File: src/rtl/lsu_byte_bus_pkg.sv
// Shared encodings for the byte-serial load/store unit: access sizes,
// FSM states and the decode-side meaning of the extend flag.
package lsu_byte_bus_pkg;

   localparam logic [1:0] MEM_SIZE_BYTE = 2'd0;
   localparam logic [1:0] MEM_SIZE_HALF = 2'd1;
   localparam logic [1:0] MEM_SIZE_WORD = 2'd3;

   // Decode drives mem_sign_extend = 1 for LBU/LHU, i.e. the flag means zero-extend.
   localparam logic EXT_ZERO_EXTEND = 1'b1;

   typedef enum logic [1:0] {
      LSU_IDLE   = 2'd0,
      LSU_ACCESS = 2'd1,
      LSU_FINISH = 2'd2
   } lsu_state_t;

   // Index of the final byte beat; size 2 is handled as a word.
   function automatic logic [1:0] lsu_last_beat(input logic [1:0] size);
      case (size)
         MEM_SIZE_BYTE: return 2'd0;
         MEM_SIZE_HALF: return 2'd1;
         default:       return 2'd3;
      endcase
   endfunction

endpackage

File: src/rtl/lsu_byte_bus_load_extend.sv
// Combinational size/extend of an assembled little-endian load word.
module lsu_load_extend
   import lsu_byte_bus_pkg::*;
(
   input  logic [31:0] i_data,
   input  logic [1:0]  i_size,
   input  logic        i_zero_ext,
   output logic [31:0] o_data
);

   logic w_fill_b;
   logic w_fill_h;

   assign w_fill_b = (i_zero_ext == EXT_ZERO_EXTEND) ? 1'b0 : i_data[7];
   assign w_fill_h = (i_zero_ext == EXT_ZERO_EXTEND) ? 1'b0 : i_data[15];

   always_comb begin
      o_data = i_data;
      case (i_size)
         MEM_SIZE_BYTE: o_data = {{24{w_fill_b}}, i_data[7:0]};
         MEM_SIZE_HALF: o_data = {{16{w_fill_h}}, i_data[15:0]};
         default:       o_data = i_data;
      endcase
   end

endmodule

File: src/rtl/lsu_byte_bus.sv
// Load/store responder: serialises one byte/half/word access into
// little-endian byte beats on a req/ack bus and returns extended load data.
module lsu_byte_bus
   import lsu_byte_bus_pkg::*;
#(
   parameter int TIMEOUT_CYCLES = 16
)
(
   input  logic        i_clock,
   input  logic        i_reset_n,
   input  logic        i_req_valid,
   output logic        o_req_ready,
   input  logic [31:0] i_addr,
   input  logic        i_mem_wr_en,
   input  logic [1:0]  i_mem_size_sel,
   input  logic        i_mem_sign_extend,
   input  logic [31:0] i_wdata,
   output logic [31:0] o_rdata,
   output logic        o_done,
   output logic        o_err,
   output logic        o_busy,
   output logic        o_bus_req,
   output logic        o_bus_we,
   output logic [31:0] o_bus_addr,
   output logic [7:0]  o_bus_wdata,
   input  logic        i_bus_ack,
   input  logic [7:0]  i_bus_rdata
);

   localparam int TW = (TIMEOUT_CYCLES > 1) ? $clog2(TIMEOUT_CYCLES) : 1;
   localparam logic [TW-1:0] TMO_LAST = TW'((TIMEOUT_CYCLES > 0) ? TIMEOUT_CYCLES - 1 : 0);

   lsu_state_t    r_state;
   logic [31:0]   r_addr;
   logic          r_we;
   logic [1:0]    r_size;
   logic          r_zext;
   logic [31:0]   r_wdata;
   logic [1:0]    r_idx;
   logic [1:0]    r_last;
   logic [TW-1:0] r_tmo;
   logic [31:0]   r_rdata;
   logic          r_done;
   logic          r_err;

   logic          w_busy;
   logic [31:0]   w_merged;
   logic [31:0]   w_ext;
   logic [7:0]    w_wbyte;

   assign w_busy      = (r_state == LSU_ACCESS);
   assign w_wbyte     = r_wdata[{r_idx, 3'b000} +: 8];
   assign o_busy      = w_busy;
   assign o_req_ready = (r_state == LSU_IDLE);
   assign o_bus_req   = w_busy;
   assign o_bus_we    = w_busy & r_we;
   assign o_bus_addr  = w_busy ? (r_addr + {30'd0, r_idx}) : 32'd0;
   assign o_bus_wdata = w_busy ? w_wbyte : 8'd0;
   assign o_rdata     = r_rdata;
   assign o_done      = r_done;
   assign o_err       = r_err;

   // Load word with the byte arriving this cycle already merged in, so the
   // final beat can be extended on the same edge that enters FINISH.
   always_comb begin
      w_merged = r_rdata;
      w_merged[{r_idx, 3'b000} +: 8] = i_bus_rdata;
   end

   lsu_load_extend u_extend (
      .i_data     (w_merged),
      .i_size     (r_size),
      .i_zero_ext (r_zext),
      .o_data     (w_ext)
   );

   always_ff @(posedge i_clock or negedge i_reset_n) begin
      if (!i_reset_n) begin
         r_state <= LSU_IDLE;
         r_addr  <= '0;
         r_we    <= 1'b0;
         r_size  <= MEM_SIZE_BYTE;
         r_zext  <= 1'b0;
         r_wdata <= '0;
         r_idx   <= '0;
         r_last  <= '0;
         r_tmo   <= '0;
         r_rdata <= '0;
         r_done  <= 1'b0;
         r_err   <= 1'b0;
      end else begin
         r_done <= 1'b0;
         r_err  <= 1'b0;
         case (r_state)
            LSU_IDLE: begin
               if (i_req_valid) begin
                  r_addr  <= i_addr;
                  r_we    <= i_mem_wr_en;
                  r_size  <= i_mem_size_sel;
                  r_zext  <= i_mem_sign_extend;
                  r_wdata <= i_wdata;
                  r_last  <= lsu_last_beat(i_mem_size_sel);
                  r_idx   <= '0;
                  r_tmo   <= '0;
                  r_rdata <= '0;
                  r_state <= LSU_ACCESS;
               end
            end
            LSU_ACCESS: begin
               if (i_bus_ack) begin
                  r_tmo <= '0;
                  if (r_idx == r_last) begin
                     if (!r_we) r_rdata <= w_ext;
                     r_done  <= 1'b1;
                     r_state <= LSU_FINISH;
                  end else begin
                     if (!r_we) r_rdata <= w_merged;
                     r_idx <= r_idx + 2'd1;
                  end
               end else if (TIMEOUT_CYCLES != 0) begin
                  // Abort on the edge that would bring the stall count to the limit.
                  if (r_tmo == TMO_LAST) begin
                     r_tmo   <= '0;
                     r_rdata <= '0;
                     r_err   <= 1'b1;
                     r_state <= LSU_FINISH;
                  end else begin
                     r_tmo <= r_tmo + TW'(1);
                  end
               end
            end
            LSU_FINISH: r_state <= LSU_IDLE;
            default:    r_state <= LSU_IDLE;
         endcase
      end
   end

endmodule

File: config.mk
export PLATFORM = sky130hd
export DESIGN_NAME = lsu_byte_bus
export DESIGN_NICKNAME = d
export VERILOG_FILES = /design/src/rtl/lsu_byte_bus_pkg.sv /design/src/rtl/lsu_byte_bus_load_extend.sv /design/src/rtl/lsu_byte_bus.sv
export SDC_FILE = /design/constraint.sdc
export NUM_CORES = 1
export LEC_CHECK = 0
export CAP_MARGIN = 20
export CORE_UTILIZATION = 40
export CTS_BUF_LIST = sky130_fd_sc_hd__clkbuf_8 sky130_fd_sc_hd__clkbuf_16
export CTS_CLUSTER_SIZE = 20
export DETAILED_ROUTE_END_ITERATION = 12
export PLACE_DENSITY_LB_ADDON = 0.1
export SYNTH_ARGS = -nofsm -noshare
export SYNTH_HDL_FRONTEND = slang
export SYNTH_HIERARCHICAL = 1
export SYNTH_SLANG_ARGS = --single-unit
File: constraint.sdc
create_clock -name i_clock -period 6.1 [get_ports i_clock]
set_input_delay 1.22 -clock i_clock [delete_from_list [all_inputs] [get_ports i_clock]]
set_output_delay 1.22 -clock i_clock [all_outputs]
set_load 0.005 [all_outputs]
==> flow_metrics.env, run 1 <==
export IMPL_status="finished clean"
export IMPL_cts_resized_gates=0
export IMPL_clock_latency_ns=0.36
export IMPL_synth_top_area_cell="dfrtp_1"
export IMPL_power_leakage_uw=0.00345
export IMPL_critPathMaxStageDelay_ns=0.67
export IMPL_hp_class="reg2reg"
export IMPL_crit_family="simple AND/OR/NAND/NOR gates"
export IMPL_grt_pass1_vias=5544
export IMPL_grt_usage_pct=22.3
export IMPL_setup_viol=0
export IMPL_synth_ff_type="dfrtp_1"
export IMPL_placeableCoreArea_sq_um=16100
export IMPL_ant_nets=0
export IMPL_dr_total_vias=5781
export IMPL_ctsHoldBuffers=0
export IMPL_drc_errors=0
export IMPL_cts_root_buf="clkbuf_16"
export IMPL_clock_sinks=112
export IMPL_grt_pass1_wl_microns=29300
export IMPL_critical_path_class="reg2out"
export IMPL_maxCapViolations=0
export IMPL_area_growth_pct=28.6
export IMPL_synth_fp_nets=760
export IMPL_final_common_cell="clkdlybuf4s50_1"
export IMPL_synth_top_area_share_pct=42.2
export IMPL_start_util_pct=41.4
export IMPL_grt_overflow=0
export IMPL_avgSynthCellArea_sq_um=9.90
export IMPL_finalHoldViolations=0
export IMPL_power_density_nw_per_um2=503
export IMPL_worstPathRequired_ns=4.88
export IMPL_finalCoreUtilization_pct=53.2
export IMPL_clockBufferDepth=2
export IMPL_grt_max_degree=69
export IMPL_slew_headroom_pct=35.0
export IMPL_cp_data_arrival_time_ns=3.19
export IMPL_ys_seq_elements=112
export IMPL_crit_chain="ha_1, a21o_1, nand2_1, or4_1, a21oi_1, clkdlybuf4s50_1"
export IMPL_drt_vias_per_instance=5.75
export IMPL_vdd_drop_max_mv=0.246
export IMPL_yosysWarnings=6
export IMPL_cts_tree="built"
export IMPL_skew_ns=0.00962
export IMPL_cts_buffers=9
export IMPL_finalPower_uw=4290
export IMPL_grtUsageMet3_pct=4.85
export IMPL_critPathBufInv=1
export IMPL_gp_congestion=0.821
export IMPL_antenna_found_initial=2
export IMPL_worst_pin_slew_ns=0.973
export IMPL_die_h_microns=131
export IMPL_syn_inst=671
export IMPL_rsz0062_at_grt="no"
export IMPL_ys_types=48
export IMPL_startpoint_type="flop"
export IMPL_syn_area_sq_um=6640
export IMPL_async_reset_ff_share_pct=100
export IMPL_slew_violations=0
export IMPL_clkTransAtPathRegs_ns=0.08
export IMPL_io_pins=158
export IMPL_drt_iter0_markers=421
export IMPL_cp_max_fo=15
export IMPL_synth_edf_count=0
export IMPL_fmax_mhz=227
export IMPL_post_cts_buffers=0
export IMPL_slowest_stage="dfrtp_1"
export IMPL_rows=46
export IMPL_wirelength_microns=18500
export IMPL_fin_crit_ns=4.41
export IMPL_gr_usage_met1_pct=31.4
export IMPL_grt_busiest_layer="met2"
export IMPL_finalCritPeriodShare_pct=72.3
export IMPL_met2_usage_pct=33.3
export IMPL_dr_pass1_iters=5
export IMPL_synthTopCellsByArea="dfrtp_1 (42%), mux2_2 (11%), a22o_1 (4.6%), nand2_1 (4.6%), o21ai_0 (3.6%)"
export IMPL_final_cell_mix="clkdlybuf4s50_1 (156), dfrtp_1 (112), nand2_1 (81)"
export IMPL_num_nets_final=873
export IMPL_fin_tns_setup_ns=0
export IMPL_yosysSeqAreaShare_pct=42.2
export IMPL_wire_per_inst_microns=18.4
export IMPL_die_area_sq_um=17100
export IMPL_dp_hpwl_microns=12500
export IMPL_drive_gt1_share_pct=13.4
export IMPL_htreeDepth=3
export IMPL_worst_setup_path_end_kind="primary output"
export IMPL_port_buffers=157
export IMPL_die_x_microns=131
==> cell families (layout without fill, tap and decap cells) <==
| kind of cell | after synthesis | in the layout | synth area share, % |
|---|---|---|---|
| compound gates | 164 | 164 | 17.3 |
| xor+xnor | 13 | 13 | 1.71 |
| simple gates | 208 | 208 | 15.7 |
| fa+ha+maj | 9 | 9 | 1.81 |
| buf+inv | 80 | 198 | 5.80 |
| other cells | 0 | 1 | 0 |
| flops | 112 | 112 | 42.2 |
| mux | 85 | 85 | 15.5 |
==> through the flow <==
stage / setup slack, ns / hold slack, ns / instance area (sq um) / cells
after floorplan: 3.01 / 0.455 / 6640 / 671
after global placement: 2.18 / 0.485 / 8210 / 987
after detailed placement: 2.10 / 0.492 / 8210 / 987
after CTS: 1.69 / 0.503 / 8500 / 1003
after global routing: 1.48 / 0.530 / 8540 / 1006
final: 1.69 / 0.499 / 8540 / 1006
==> registers in the layout (all words and copies together) (netlist names) <==
register	cells
o_rdata	32
r_addr	32
r_wdata	32
r_tmo	4
r_idx	2
r_last	2
r_size	2
r_state	2
o_done	1
o_err	1
r_we	1
r_zext	1
==> area by class of cell <==
type | instances | area [sq um]
clock inverters | 6 | 50.0
well taps | 216 | 270
diodes | 1 | 2.50
clock buffers | 10 | 239
flip-flops and latches | 112 | 2800
repair buffers | 165 | 1650
inverters | 17 | 63.8
multi-input cells | 479 | 3460
fillers | 1394 | 7510
==> where the power goes <==
part           internal [uW]  leakage [uW]  switching (uW)
Combinational           1230       0.00191            1120
Sequential              1040       0.00140             316
Clock                    295      0.000141             291
Total                   2570       0.00345            1730
==> synth_stat cells (all sizes together), types with 5 or more instances <==
master / n
buf: 33
or4: 10
or3: 5
ha: 8
a21oi: 16
mux2: 62
a22o: 35
and2: 15
a221oi: 24
dfrtp: 112
nand2: 81
xor2: 9
mux4: 8
nor2: 42
nand2b: 6
nand3: 9
inv: 17
nand4: 15
o31ai: 32
o21ai: 48
mux2i: 15
and3: 6
clkbuf: 30
==> layer usage <==
layer	routed length, microns	vias to the layer above	part of all wire (%)
met5	0	-	0
met4	463	0	2.5
met3	1160	26	6.3
met2	8290	214	45
met1	8580	2865	46
li1	-	2676	-
==> worst paths after layout <==
kind / end / slack (ns) / cells after the start / from
worst min-delay path: r_state[0]$_DFFE_PN0P_ / 0.50 / 1 / r_state[1]$_DFFE_PN0P_
min in group asynchronous: r_addr[24]$_DFFE_PN0P_ / 0.98 / 1 / i_reset_n
worst min register to register: r_state[0]$_DFFE_PN0P_ / 0.50 / 1 / r_state[1]$_DFFE_PN0P_
worst max register to register: o_rdata[18]$_DFFE_PN0P_ / 2.65 / 9 / r_idx[1]$_DFFE_PN0P_
worst max-delay path: o_bus_addr[23] / 1.69 / 6 / r_idx[1]$_DFFE_PN0P_
max in group asynchronous: r_last[0]$_DFFE_PN0P_ / 3.95 / 2 / i_reset_n
Note: power is estimated with default switching activity, not from simulation.
==> run 2: changes to the inputs <==
==> constraint.sdc (replaced) <==
create_clock -name i_clock -period 4.3 [get_ports i_clock]
set_input_delay 0.86 -clock i_clock [delete_from_list [all_inputs] [get_ports i_clock]]
set_output_delay 0.86 -clock i_clock [all_outputs]
set_load 0.005 [all_outputs]
==> flow_metrics.env, run 2 (synthesis gave the netlist of run 1 again) <==
export IMPL_status="finished clean"
export IMPL_ant_nets=0
export IMPL_grt_pass1_vias=5738
export IMPL_finalHoldViolations=0
export IMPL_cts_tree="built"
export IMPL_antenna_found_initial=2
export IMPL_fin_tns_setup_ns=0
export IMPL_worst_setup_path_end_kind="primary output"
export IMPL_top_layer="met4"
export IMPL_drc_errors=0
export IMPL_ctsHoldBuffers=0
export IMPL_grt_usage_pct=22.5
export IMPL_critical_path_class="reg2out"
export IMPL_power_leakage_uw=0.00348
export IMPL_fin_crit_ns=3.83
export IMPL_startpoint_type="flop"
export IMPL_rows=46
export IMPL_clock_latency_ns=0.36
export IMPL_fmax_mhz=261
export IMPL_grt_max_degree=83
export IMPL_placeableCoreArea_sq_um=16100
export IMPL_grt_pass1_wl_microns=29500
export IMPL_worst_pin_slew_ns=0.907
export IMPL_drt_iter0_markers=398
export IMPL_timing_hold_ws_ns=0.424
export IMPL_n_fill_cell=1393
export IMPL_drive_gt1_share_pct=13.4
export IMPL_wl_met2_microns=8550
export IMPL_maxCapViolations=0
export IMPL_slew_violations=0
export IMPL_start_util_pct=41.4
export IMPL_cts_root_buf="clkbuf_16"
export IMPL_area_growth_pct=29.5
export IMPL_vdd_drop_max_mv=0.421
export IMPL_port_buffers=157
export IMPL_cts_resized_gates=0
export IMPL_num_nets_final=875
export IMPL_dr_total_vias=5772
export IMPL_die_area_sq_um=17100
export IMPL_clock_sinks=112
export IMPL_finalCoreUtilization_pct=53.6
export IMPL_gp_congestion=0.874
export IMPL_dr_pass1_iters=5
export IMPL_wirelength_microns=18300
export IMPL_grt_overflow=0
export IMPL_final_cell_mix="clkdlybuf4s50_1 (156), dfrtp_1 (112), nand2_1 (81)"
export IMPL_cp_data_arrival_time_ns=2.97
export IMPL_met1_length_microns=8140
export IMPL_slew_headroom_pct=39.5
export IMPL_skew_ns=0.0143
export IMPL_power_density_nw_per_um2=715
export IMPL_setup_viol=0
export IMPL_hp_class="in2async"
export IMPL_die_h_microns=131
export IMPL_clkTransAtPathRegs_ns=0.08
export IMPL_io_pins=158
export IMPL_finalPower_uw=6150
export IMPL_finalNonFillerCells=1008
export IMPL_drt_vias_per_instance=5.73
export IMPL_wire_per_inst_microns=18.1
export IMPL_clockBufferDepth=2
export IMPL_dp_cells=989
export IMPL_cp_max_fo=22
export IMPL_cts_buffers=9
export IMPL_worstPathRequired_ns=3.44
export IMPL_post_cts_buffers=0
export IMPL_final_common_cell="clkdlybuf4s50_1"
export IMPL_htreeDepth=3
export IMPL_dp_hpwl_microns=12400
export IMPL_met3WireLength_microns=1190
export IMPL_finalCritPeriodShare_pct=89.1
export IMPL_rsz0062_at_grt="no"
export IMPL_die_x_microns=131
-- run 2: final timing paths --
path	startpoint	endpoint	slack, ns	cells after the start
worst max-delay path	r_addr[8]$_DFFE_PN0P_	o_bus_addr[31]	0.47	5
worst min-delay path	i_reset_n	o_rdata[25]$_DFFE_PN0P_	0.42	1
worst max register to register	r_idx[0]$_DFFE_PN0P_	o_rdata[24]$_DFFE_PN0P_	1.06	10
worst min register to register	r_state[1]$_DFFE_PN0P_	r_state[0]$_DFFE_PN0P_	0.50	1
max in group asynchronous	i_reset_n	r_wdata[30]$_DFFE_PN0P_	2.81	3
min in group i_clock	r_state[1]$_DFFE_PN0P_	r_state[0]$_DFFE_PN0P_	0.50	1
-- run 2: power by group --
group / switching, uW / leakage [uW] / internal, uW
Combinational: 1610 / 0.00193 / 1770
Sequential: 424 / 0.00140 / 1480
Clock: 410 / 0.000150 / 455
-- run 2: routing by layer --
layer	track usage, %	vias to the layer above
li1	-	2681
met1	30.4	2872
met2	35.0	194
met3	4.93	25
met4	9.06	0
met5	0	-
-- run 2: cell type report --
cell class	count	area, sq um	area share, %
multi-input combinational	479	3460	40.2
timing repair buffer	167	1700	19.8
clock buffer	9	225	2.62
antenna	1	2.50	0.0291
clock inverter	7	73.8	0.858
inverter	17	63.8	0.741
sequential	112	2800	32.6
tap	216	270	3.14
-- run 2: per-stage QoR --
step	cell area, sq um	setup slack [ns]
after CTS	8560	0.502
final	8610	0.469
after global routing	8610	0.260
after global placement	8230	1.02
after detailed placement	8260	0.894
after floorplan	6640	1.33
-- run 2: worst max-delay path, cell delays in order (launching register included) --
cell and delay, ns:
dfrtp_1 0.44, and4_1 0.34, nand4_2 0.45, nor4_1 0.54, mux2i_1 0.31, clkdlybuf4s50_1 0.54
